`src/rtl/axi_rd_arbiter_pkg.sv`:
```
// axi_pkg: constants shared by the AXI read/write arbiters.
//   AXI_BURST_INCR / AXI_LEN_SINGLE : fixed single-beat INCR bursts
//   SIZE_BYTE / SIZE_HALF / SIZE_WORD : sram-like size codes
//   ARB_IDLE / ARB_ISSUE : arbiter state encodings
//   axi_size() : sram-like 2-bit size to AXI 3-bit arsize/awsize
package axi_pkg;

  localparam logic [1:0] AXI_BURST_INCR = 2'b01;
  localparam logic [7:0] AXI_LEN_SINGLE = 8'd0;

  localparam logic [1:0] SIZE_BYTE = 2'd0;
  localparam logic [1:0] SIZE_HALF = 2'd1;
  localparam logic [1:0] SIZE_WORD = 2'd2;

  localparam logic [0:0] ARB_IDLE  = 1'b0;
  localparam logic [0:0] ARB_ISSUE = 1'b1;

  function automatic logic [2:0] axi_size(input logic [1:0] size);
    return {1'b0, size};
  endfunction

endpackage

```
`src/rtl/axi_rd_arbiter_rr_age_prio.sv`:
```
// rr_age_prio: two-requester fixed-priority arbiter with aging.
// The "hi" requester wins by default; the "lo" requester is forced a grant
// once it has lost STARVE_LIMIT consecutive arbitrations while eligible.
// Ports:
//   clk, reset          : clock, synchronous active-high reset
//   arb_en              : arbitration allowed this cycle
//   lo_req / lo_busy    : aged requester request / already has one outstanding
//   hi_req / hi_busy    : preferred requester request / already outstanding
//   lo_grant / hi_grant : combinational one-hot grant (zero when !arb_en)
module rr_age_prio #(
  parameter int unsigned STARVE_LIMIT = 4
) (
  input  logic clk,
  input  logic reset,
  input  logic arb_en,
  input  logic lo_req,
  input  logic lo_busy,
  input  logic hi_req,
  input  logic hi_busy,
  output logic lo_grant,
  output logic hi_grant
);

  localparam logic [3:0] LIMIT = 4'(STARVE_LIMIT);

  logic [3:0] starve_q, starve_d;
  logic       lo_elig, hi_elig, lo_forced;

  always_comb begin
    lo_elig   = lo_req && !lo_busy;
    hi_elig   = hi_req && !hi_busy;
    lo_forced = lo_elig && (starve_q == LIMIT);
    hi_grant  = arb_en && hi_elig && !lo_forced;
    lo_grant  = arb_en && lo_elig && !hi_grant;

    // Counts only arbitrations the lo side actually lost; any cycle where it
    // is not asking (or wins) restarts the age.
    starve_d = starve_q;
    if (!lo_elig || lo_grant) begin
      starve_d = '0;
    end else if (hi_grant && (starve_q != LIMIT)) begin
      starve_d = starve_q + 4'd1;
    end
  end

  always_ff @(posedge clk) begin
    if (reset) begin
      starve_q <= '0;
    end else begin
      starve_q <= starve_d;
    end
  end

endmodule

```
`src/rtl/axi_rd_arbiter.sv`:
```
// axi_rd_arbiter: shares one AXI read channel (AR + R) between the
// instruction-fetch (inst_*) and data-load (data_*) sram-like read ports.
// Data has priority; instruction fetch is aged so it cannot starve.
// Each port has at most one read outstanding; R beats are routed by rid.
// Ports:
//   clk, reset                     : clock, synchronous active-high reset
//   inst_req/addr/size, *_addr_ok  : I request side, accept strobe
//   inst_data_ok, inst_rdata       : I read data return
//   data_req/addr/size, *_addr_ok  : D request side, accept strobe
//   data_data_ok, data_rdata       : D read data return
//   ar*                            : AXI read-address master channel
//   r*                             : AXI read-data channel (rlast ignored)
//   rid_err                        : sticky, R beat with no matching read
module axi_rd_arbiter
  import axi_pkg::*;
#(
  parameter int unsigned STARVE_LIMIT = 4,
  parameter logic [3:0]  INST_ID      = 4'd0,
  parameter logic [3:0]  DATA_ID      = 4'd1
) (
  input  logic        clk,
  input  logic        reset,
  input  logic        inst_req,
  input  logic [31:0] inst_addr,
  input  logic [1:0]  inst_size,
  output logic        inst_addr_ok,
  output logic        inst_data_ok,
  output logic [31:0] inst_rdata,
  input  logic        data_req,
  input  logic [31:0] data_addr,
  input  logic [1:0]  data_size,
  output logic        data_addr_ok,
  output logic        data_data_ok,
  output logic [31:0] data_rdata,
  output logic [3:0]  arid,
  output logic [31:0] araddr,
  output logic [2:0]  arsize,
  output logic [7:0]  arlen,
  output logic [1:0]  arburst,
  output logic        arvalid,
  input  logic        arready,
  input  logic [3:0]  rid,
  input  logic [31:0] rdata,
  input  logic        rlast,
  input  logic        rvalid,
  output logic        rready,
  output logic        rid_err
);

  logic [0:0]  state_q, state_d;
  logic        out_i_q, out_i_d;
  logic        out_d_q, out_d_d;
  logic        rid_err_q, rid_err_d;
  logic [31:0] araddr_q, araddr_d;
  logic [3:0]  arid_q, arid_d;
  logic [2:0]  arsize_q, arsize_d;

  logic arb_en, grant_i, grant_d;
  logic ar_hs, r_beat, hit_i, hit_d;
  logic unused_rlast;

  assign unused_rlast = rlast;

  rr_age_prio #(
    .STARVE_LIMIT(STARVE_LIMIT)
  ) u_prio (
    .clk     (clk),
    .reset   (reset),
    .arb_en  (arb_en),
    .lo_req  (inst_req),
    .lo_busy (out_i_q),
    .hi_req  (data_req),
    .hi_busy (out_d_q),
    .lo_grant(grant_i),
    .hi_grant(grant_d)
  );

  always_comb begin
    arb_en  = (state_q == ARB_IDLE) && !reset;
    arvalid = (state_q == ARB_ISSUE) && !reset;
    rready  = !reset;
    ar_hs   = arvalid && arready;
    r_beat  = rvalid && rready;
    hit_i   = r_beat && (rid == INST_ID) && out_i_q;
    hit_d   = r_beat && (rid == DATA_ID) && out_d_q;

    inst_addr_ok = grant_i;
    data_addr_ok = grant_d;
    inst_data_ok = hit_i;
    data_data_ok = hit_d;
    inst_rdata   = hit_i ? rdata : '0;
    data_rdata   = hit_d ? rdata : '0;

    arid    = arid_q;
    araddr  = araddr_q;
    arsize  = arsize_q;
    arlen   = AXI_LEN_SINGLE;
    arburst = AXI_BURST_INCR;
    rid_err = rid_err_q;

    state_d = state_q;
    if (state_q == ARB_IDLE) begin
      if (grant_i || grant_d) state_d = ARB_ISSUE;
    end else if (ar_hs) begin
      state_d = ARB_IDLE;
    end

    araddr_d = araddr_q;
    arid_d   = arid_q;
    arsize_d = arsize_q;
    if (grant_d) begin
      araddr_d = data_addr;
      arid_d   = DATA_ID;
      arsize_d = axi_size(data_size);
    end else if (grant_i) begin
      araddr_d = inst_addr;
      arid_d   = INST_ID;
      arsize_d = axi_size(inst_size);
    end

    // A port's own response and its AR handshake cannot coincide (the flag
    // is clear during its ISSUE), so the set/clear order here is immaterial.
    out_i_d = out_i_q;
    if (hit_i) out_i_d = 1'b0;
    if (ar_hs && (arid_q == INST_ID)) out_i_d = 1'b1;

    out_d_d = out_d_q;
    if (hit_d) out_d_d = 1'b0;
    if (ar_hs && (arid_q == DATA_ID)) out_d_d = 1'b1;

    rid_err_d = rid_err_q || (r_beat && !hit_i && !hit_d);
  end

  always_ff @(posedge clk) begin
    if (reset) begin
      state_q   <= ARB_IDLE;
      out_i_q   <= 1'b0;
      out_d_q   <= 1'b0;
      rid_err_q <= 1'b0;
      araddr_q  <= '0;
      arid_q    <= '0;
      arsize_q  <= '0;
    end else begin
      state_q   <= state_d;
      out_i_q   <= out_i_d;
      out_d_q   <= out_d_d;
      rid_err_q <= rid_err_d;
      araddr_q  <= araddr_d;
      arid_q    <= arid_d;
      arsize_q  <= arsize_d;
    end
  end

endmodule

```
`config.mk`:
```
export PLATFORM = sky130hd
export DESIGN_NAME = axi_rd_arbiter
export DESIGN_NICKNAME = d
export VERILOG_FILES = /design/src/rtl/axi_rd_arbiter_pkg.sv /design/src/rtl/axi_rd_arbiter_rr_age_prio.sv /design/src/rtl/axi_rd_arbiter.sv
export SDC_FILE = /design/constraint.sdc
export NUM_CORES = 1
export LEC_CHECK = 0
export ABC_AREA = 1
export CAP_MARGIN = 20
export CORE_UTILIZATION = 36
export DETAILED_ROUTE_END_ITERATION = 8
export HOLD_SLACK_MARGIN = 0.06
export PLACE_DENSITY_LB_ADDON = 0.15
export REMOVE_ABC_BUFFERS = 1
export SYNTH_ARGS = -nofsm -noshare
export SYNTH_HDL_FRONTEND = slang
export SYNTH_SLANG_ARGS = --single-unit
```
`constraint.sdc`:
```
create_clock -name clk -period 3.5 [get_ports clk]
set_clock_uncertainty 0.05 [all_clocks]
set_input_delay 1.05 -clock clk [delete_from_list [all_inputs] [get_ports clk]]
set_output_delay 1.05 -clock clk [all_outputs]
set_load 0.01 [all_outputs]
```
==> reports/metrics.cfg, run 1 <==
[timing]
worst_pin_slew_ps = 667
rsz0062_at_grt = true
setup_viol = 0
fin_crit_sh_pct = 97.8
slew_viol_final = 0
relSlewSlack_pct = 55.5
setup-tns-final_ps = 0
final.min_clock_period_ps = 3420
max_freq_ghz = 0.292
final_hold_viol_count = 0

[cells_and_area]
fillers = 738
drive_gt1_share_pct = 18.8
syn2layout_area_growth_pct = 72.4
finalNetCount = 792
diodes = 0
fin_area_sq_mm = 0.00504

[outcome]
status = finished, final reports clean

[pwr]
ir_drop_mv = 0.187
p_per_area_mw_per_mm2 = 275
p_leak_nw = 2.51

[placed_design]
gp_congestion = 0.735
portBuffers = 215
dp_hpwl_microns = 7580
placed_cell_area_sq_mm = 0.00511

[logic_synthesis]
synth_ff_type = dfxtp_1
synth_warnings = 0
synth_area_leaders = dfxtp_1 29%, nand3_1 12%, nand2_1 11%
syn-cell-area_sq_mm = 0.00292
synthArstFlopShare_pct = 0
synthDistinctLibCells = 24
synth-seq-area-share_pct = 29.4
yosys.area.top_type = dfxtp_1
synth-edff-count = 0
ys_ff_latch = 43
yosysTopAreaCellShare_pct = 29.4
syn_inst = 463
syn_area_per_cell_sq_um = 6.32

[floorplanning]
die_h_microns = 92.1
coreArea_sq_mm = 0.00781
die_w_microns = 92.1
dieArea_sq_mm = 0.00849
io_pins = 231
initial_core_util_pct = 37.5
rows = 32

[critical_path]
start_kind = primary input
crit_buf_inv = 4
critical_path.top_delay_family = buffers and inverters
required_ps = 2400
reg2reg_depth = 9
critPathArrivalTime_ps = 2320
cp-end-kind = primary output
worst-setup-path-type = primary input to primary output
critPathSlowestCell = clkdlybuf4s50_1
cp.depth = 7
crit_fanout = 16
path_cells = clkdlybuf4s50_1 -> nor2_1 -> nand4_1 -> buf_6 -> buf_16 -> nor2_2 -> buf_2
worst_path_largest_cell_delay_ps = 430

[route]
drc = 0
drt_iter0_markers = 170
wl_microns = 10600
ant_nets = 0
avgRoutedWirePerCell_microns = 13.6
avgViaCountPerCell = 4.73
drt-pass1-iter-count = 4
vias = 3697

[clocking]
ctsLongestPathBuffers = 2
clock-sinks = 43
numCtsBuffers = 5
ctsHoldBuffers = 0
insertion_delay_ps = 290
tritoncts = built
h-tree-depth = 2
path_clk_slew_ps = 80
cts_root_buf = clkbuf_8

[job]
drv_cap = 0

[grt]
grt_usage_pct = 24.6
grt_max_degree = 71
grt_pass1_wl_microns = 16700
antenna_found_initial = 0
grt_remaining_overflow = 0
first_global_vias = 3446

[min_path]
hold_class = flip-flop to flip-flop
whs_path_depth = 2

repair_timing:
item / in CTS / in global routing
cloned: 2 / 0
setup endpoints to repair: 68 / 66
setup buffers: 7 / 1
resized for setup: 252 / 32
pin swaps: 2 / 4
power by group:
group	leakage [nW]	switching, mW	internal, mW
registers	0.353	0.0241	0.534
logic	2.11	0.216	0.263
clock network	0.0505	0.170	0.180
total	2.51	0.410	0.977
layout make-up:
cell class | instances | area (sq um) | share of cell area, %
sequential | 43 | 861 | 17.1
clock inverter | 1 | 7.51 | 0.149
multi-input combinational | 336 | 1660 | 32.9
tap | 102 | 128 | 2.53
clock buffer | 7 | 96.3 | 1.91
inverter | 49 | 184 | 3.65
timing repair buffer | 244 | 2110 | 41.8
sequential cells by signal, indices dropped and copies added, names as in the netlist:
name	count
rid_err	1
arsize	2
state_q	1
araddr	32
u_prio.starve_q	4
arid	1
out_d_q	1
out_i_q	1
worst reg2reg max path: cells and delay by family (launching register included):
family / cells / cell delay (ps)
adders and majority gates: 1 / 140
DFF: 1 / 340
buffers and inverters: 2 / 600
and+or+nand+nor: 5 / 540
AOI/OAI and AO/OA: 1 / 200
path summary, 6_finish.rpt:
check / slack [ps] / endpoint / start
setup / recovery: 80 / inst_rdata[7] / rid[1]
hold / removal: 410 / rid_err$_SDFF_PP0_ / rid_err$_SDFF_PP0_
setup reg to reg: 1560 / araddr[10]$_SDFFE_PP0P_ / u_prio.starve_q[0]$_SDFFE_PP0P_
hold reg to reg: 410 / rid_err$_SDFF_PP0_ / rid_err$_SDFF_PP0_
synth_stat cells (4+ instances only):
cell type	number
buf_2	21
nand3_1	72
nor2_1	76
nand2_1	84
a21oi_1	41
dfxtp_1	43
nand3b_1	34
clkbuf_1	4
buf_6	7
buf_4	14
inv_1	47
through the flow:
step	hold slack, ps	power [mW]	util (%)	instances	setup WS, ps
after floorplan	418	0.760	-	428	-1190
after global placement	401	1.03	65.4	764	-406
after detailed placement	412	1.04	65.4	764	-462
after CTS	427	1.40	65.2	781	-0.798
after global routing	452	1.47	64.6	782	-7.12
final	414	1.39	64.6	782	75.3
metal layers:
| metal | global-route usage (%) | share of wire [%] | up-vias |
|---|---|---|---|
| li1 | - | - | 1867 |
| met1 | 26.8 | 39 | 1679 |
| met2 | 46.1 | 51 | 143 |
| met3 | 7.38 | 8.3 | 8 |
| met4 | 5.73 | 1.0 | 0 |
| met5 | 0 | 0 | - |
layout by cell type (no fill, tap or decap), types with 3 or more instances in the layout:
master	n
a21oi_1	41
nand3_1	72
nor2_2	14
nand2_1	84
dfxtp_1	43
buf_2	65
clkdlybuf4s50_1	145
conb_1	14
clkbuf_8	7
buf_4	23
inv_1	46
nor2_1	62
nand3b_1	34
inv_2	3
cell families after synthesis:
kind of cell,share of synthesized area (%)
AOI/OAI and AO/OA,7.32
xor gates and xnor gates,0.599
adders and majority gates,0.856
buffers and inverters,16.8
DFF,29.4
other,0.257
and+or+nand+nor,44.7
Note: power is estimated with default switching activity, not from simulation.
==> inputs of run 2 (changes only) <==
==> constraint.sdc (replaced) <==
create_clock -name clk -period 3.5 [get_ports clk]
set_clock_uncertainty 0.05 [all_clocks]
set_input_delay 0.875 -clock clk [delete_from_list [all_inputs] [get_ports clk]]
set_output_delay 0.875 -clock clk [all_outputs]
set_load 0.01 [all_outputs]
==> reports/metrics.cfg, run 2 (synthesized netlist as in run 1, its figures left out) <==
[critical_path]
worst_path_largest_cell_delay_ps = 530  ; was 430 ps
start_kind = primary input  ; unchanged
r2r-end = state_q$_SDFF_PP0_  ; was araddr[10]$_SDFFE_PP0P_
worst-setup-path-type = primary input to primary output  ; unchanged
critPathArrivalTime_ps = 2500  ; was 2320 ps
crit_fanout = 35  ; was 16
r2r_slack_ps = 1470  ; was 1560 ps
required_ps = 2570  ; was 2400 ps
cp_common_cell = clkdlybuf4s50_1
cp-end-kind = primary output  ; unchanged
cp-startpoint = rvalid  ; was rid[1]
worstSetupEndpoint = data_rdata[31]  ; was inst_rdata[7]
critPathSlowestCell = clkdlybuf4s50_1  ; unchanged
reg2reg_depth = 8  ; was 9
path_cells = clkdlybuf4s50_1 -> inv_1 -> nor2_4 -> nand4_1 -> buf_12 -> nor2_1 -> clkdlybuf4s50_1  ; was clkdlybuf4s50_1 -> nor2_1 -> nand4_1 -> buf_6 -> buf_16 -> nor2_2 -> buf_2
rr_startpoint = u_prio.starve_q[0]$_SDFFE_PP0P_  ; unchanged

[floorplanning]
rows = 32  ; unchanged
die_w_microns = 92.1  ; unchanged
die_h_microns = 92.1  ; unchanged
io_pins = 231  ; unchanged
initial_core_util_pct = 37.5  ; unchanged
dieArea_sq_mm = 0.00849  ; unchanged
coreArea_sq_mm = 0.00781  ; unchanged

[grt]
first_global_vias = 3244  ; was 3,446
grt_pass1_wl_microns = 15400  ; was 16,700 microns
antenna_found_initial = 0  ; unchanged
grt_usage_pct = 22.4  ; was 24.6%
grt_remaining_overflow = 0  ; unchanged
grt_max_degree = 71  ; unchanged

[cells_and_area]
drive_gt1_share_pct = 5.54  ; was 18.8%
largest_reg_flops = 32  ; unchanged
fin_area_sq_mm = 0.00534  ; was 0.00504 sq mm
final_cells = 770  ; was 782
diodes = 0  ; unchanged
final_cell_mix = 151 x clkdlybuf4s50_1, 84 x nand2_1, 74 x nor2_1, 72 x nand3_1, 56 x dlymetal6s2s_1  ; was 145 x clkdlybuf4s50_1, 84 x nand2_1, 72 x nand3_1, 65 x buf_2, 62 x nor2_1
fin_util_pct = 68.4  ; was 64.6%
finalNetCount = 781  ; was 792
syn2layout_area_growth_pct = 82.7  ; was 72.4%
mostFrequentLayoutCell = clkdlybuf4s50_1  ; unchanged

[placed_design]
placed_cell_area_sq_mm = 0.00507  ; was 0.00511 sq mm
gp_congestion = 0.741  ; was 0.735
dp_hpwl_microns = 7480  ; was 7580 microns
portBuffers = 215  ; unchanged
dpl.cell_count = 759  ; was 764

[outcome]
status = finished, final reports clean  ; unchanged

[clocking]
h-tree-depth = 2  ; unchanged
ctsLongestPathBuffers = 2  ; unchanged
path_clk_slew_ps = 80  ; about the same
clock-sinks = 43  ; unchanged
numCtsBuffers = 5  ; unchanged
insertion_delay_ps = 280  ; was 290 ps
cts_root_buf = clkbuf_8  ; unchanged
tritoncts = built  ; unchanged

[route]
avgViaCountPerCell = 4.71  ; was 4.73
ant_nets = 0  ; unchanged
drc = 0  ; unchanged
drt_iter0_markers = 110  ; was 170
drt-pass1-iter-count = 4  ; unchanged
vias = 3624  ; was 3,697
avgRoutedWirePerCell_microns = 13.6  ; about the same
wl_microns = 10500  ; was 10,600 microns

[timing]
slew_viol_final = 0  ; unchanged
final_hold_viol_count = 0  ; unchanged
max_freq_ghz = 0.292  ; about the same
worst_pin_slew_ps = 665  ; was 667 ps
holdWs_ps = 410  ; was 414 ps
relSlewSlack_pct = 55.6  ; was 55.5%
setup_viol = 0  ; unchanged
fin_crit_sh_pct = 98.0  ; was 97.8%
final.min_clock_period_ps = 3430  ; was 3420 ps

[pwr]
ir_drop_mv = 0.174  ; was 0.187 mV
p_per_area_mw_per_mm2 = 251  ; was 275 mW/mm^2
power_mw = 1.34  ; was 1.39 mW
p_leak_nw = 3.37  ; was 2.51 nW

[min_path]
hold_class = flip-flop to flip-flop  ; unchanged

[job]
drv_cap = 0  ; unchanged

## run 2: layout make-up
| type | count | area [sq um] |
|---|---|---|
| clock buffer | 6 | 82.6 |
| clock inverter | 1 | 5.00 |
| fill | 689 | 2460 |
| inverter | 49 | 184 |
| multi-input combinational | 336 | 1630 |
| sequential | 43 | 861 |
| tap | 102 | 128 |
| timing repair buffer | 233 | 2460 |
## run 2: how the worst min path moves through the flow
stage                            start                  to  slack (ps)  cells after the start
global placement    rid_err$_SDFF_PP0_  rid_err$_SDFF_PP0_         400                      2
finish              rid_err$_SDFF_PP0_  rid_err$_SDFF_PP0_         410                      2
CTS                 rid_err$_SDFF_PP0_  rid_err$_SDFF_PP0_         420                      2
detailed placement  rid_err$_SDFF_PP0_  rid_err$_SDFF_PP0_         410                      2
floorplan           rid_err$_SDFF_PP0_  rid_err$_SDFF_PP0_         420                      2
global route        rid_err$_SDFF_PP0_  rid_err$_SDFF_PP0_         450                      2
## run 2: metrics by stage
| stage | worst slack, ps | TNS, ps |
|---|---|---|
| 2_1_floorplan | -840 | -7170 |
| 3_3_place_gp | -80.4 | -474 |
| 3_5_place_dp | -60.1 | -579 |
| 4_1_cts | 8.17 | 0 |
| 5_1_grt | -22.7 | -37.0 |
| 6_report | 70.3 | 0 |
## run 2: worst max-delay path, delay by kind of cell
family | cells | cell delay (ps)
simple gates | 3 | 360
buf+inv | 4 | 1270
## run 2: power breakdown
group	internal, mW	total [mW]	switching, mW
clock	0.155	0.317	0.162
combinational	0.255	0.467	0.212
sequential	0.534	0.558	0.0240
total	0.944	1.34	0.398
## run 2: layer usage
metal	routed length (microns)	global-route usage, %
met5	0	0
met4	130	4.95
met3	886	7.46
met2	5340	41.9
met1	4100	24.2
## run 2: timing repair
action / 4_1_cts / 5_1_grt
buffers inserted: 1 / 2
hold buffers: 0 / 0
endpoints found under the setup margin: 35 / 59
resized for setup: 8 / 57
cloned: 0 / 1
pin swaps: 2 / 1
==> inputs of run 3 (changes only) <==
CTS_CLUSTER_DIAMETER = 100   (was default)
==> results of run 3 <==
Same layout as run 2: the final DEF is identical, and so are final timing and power.
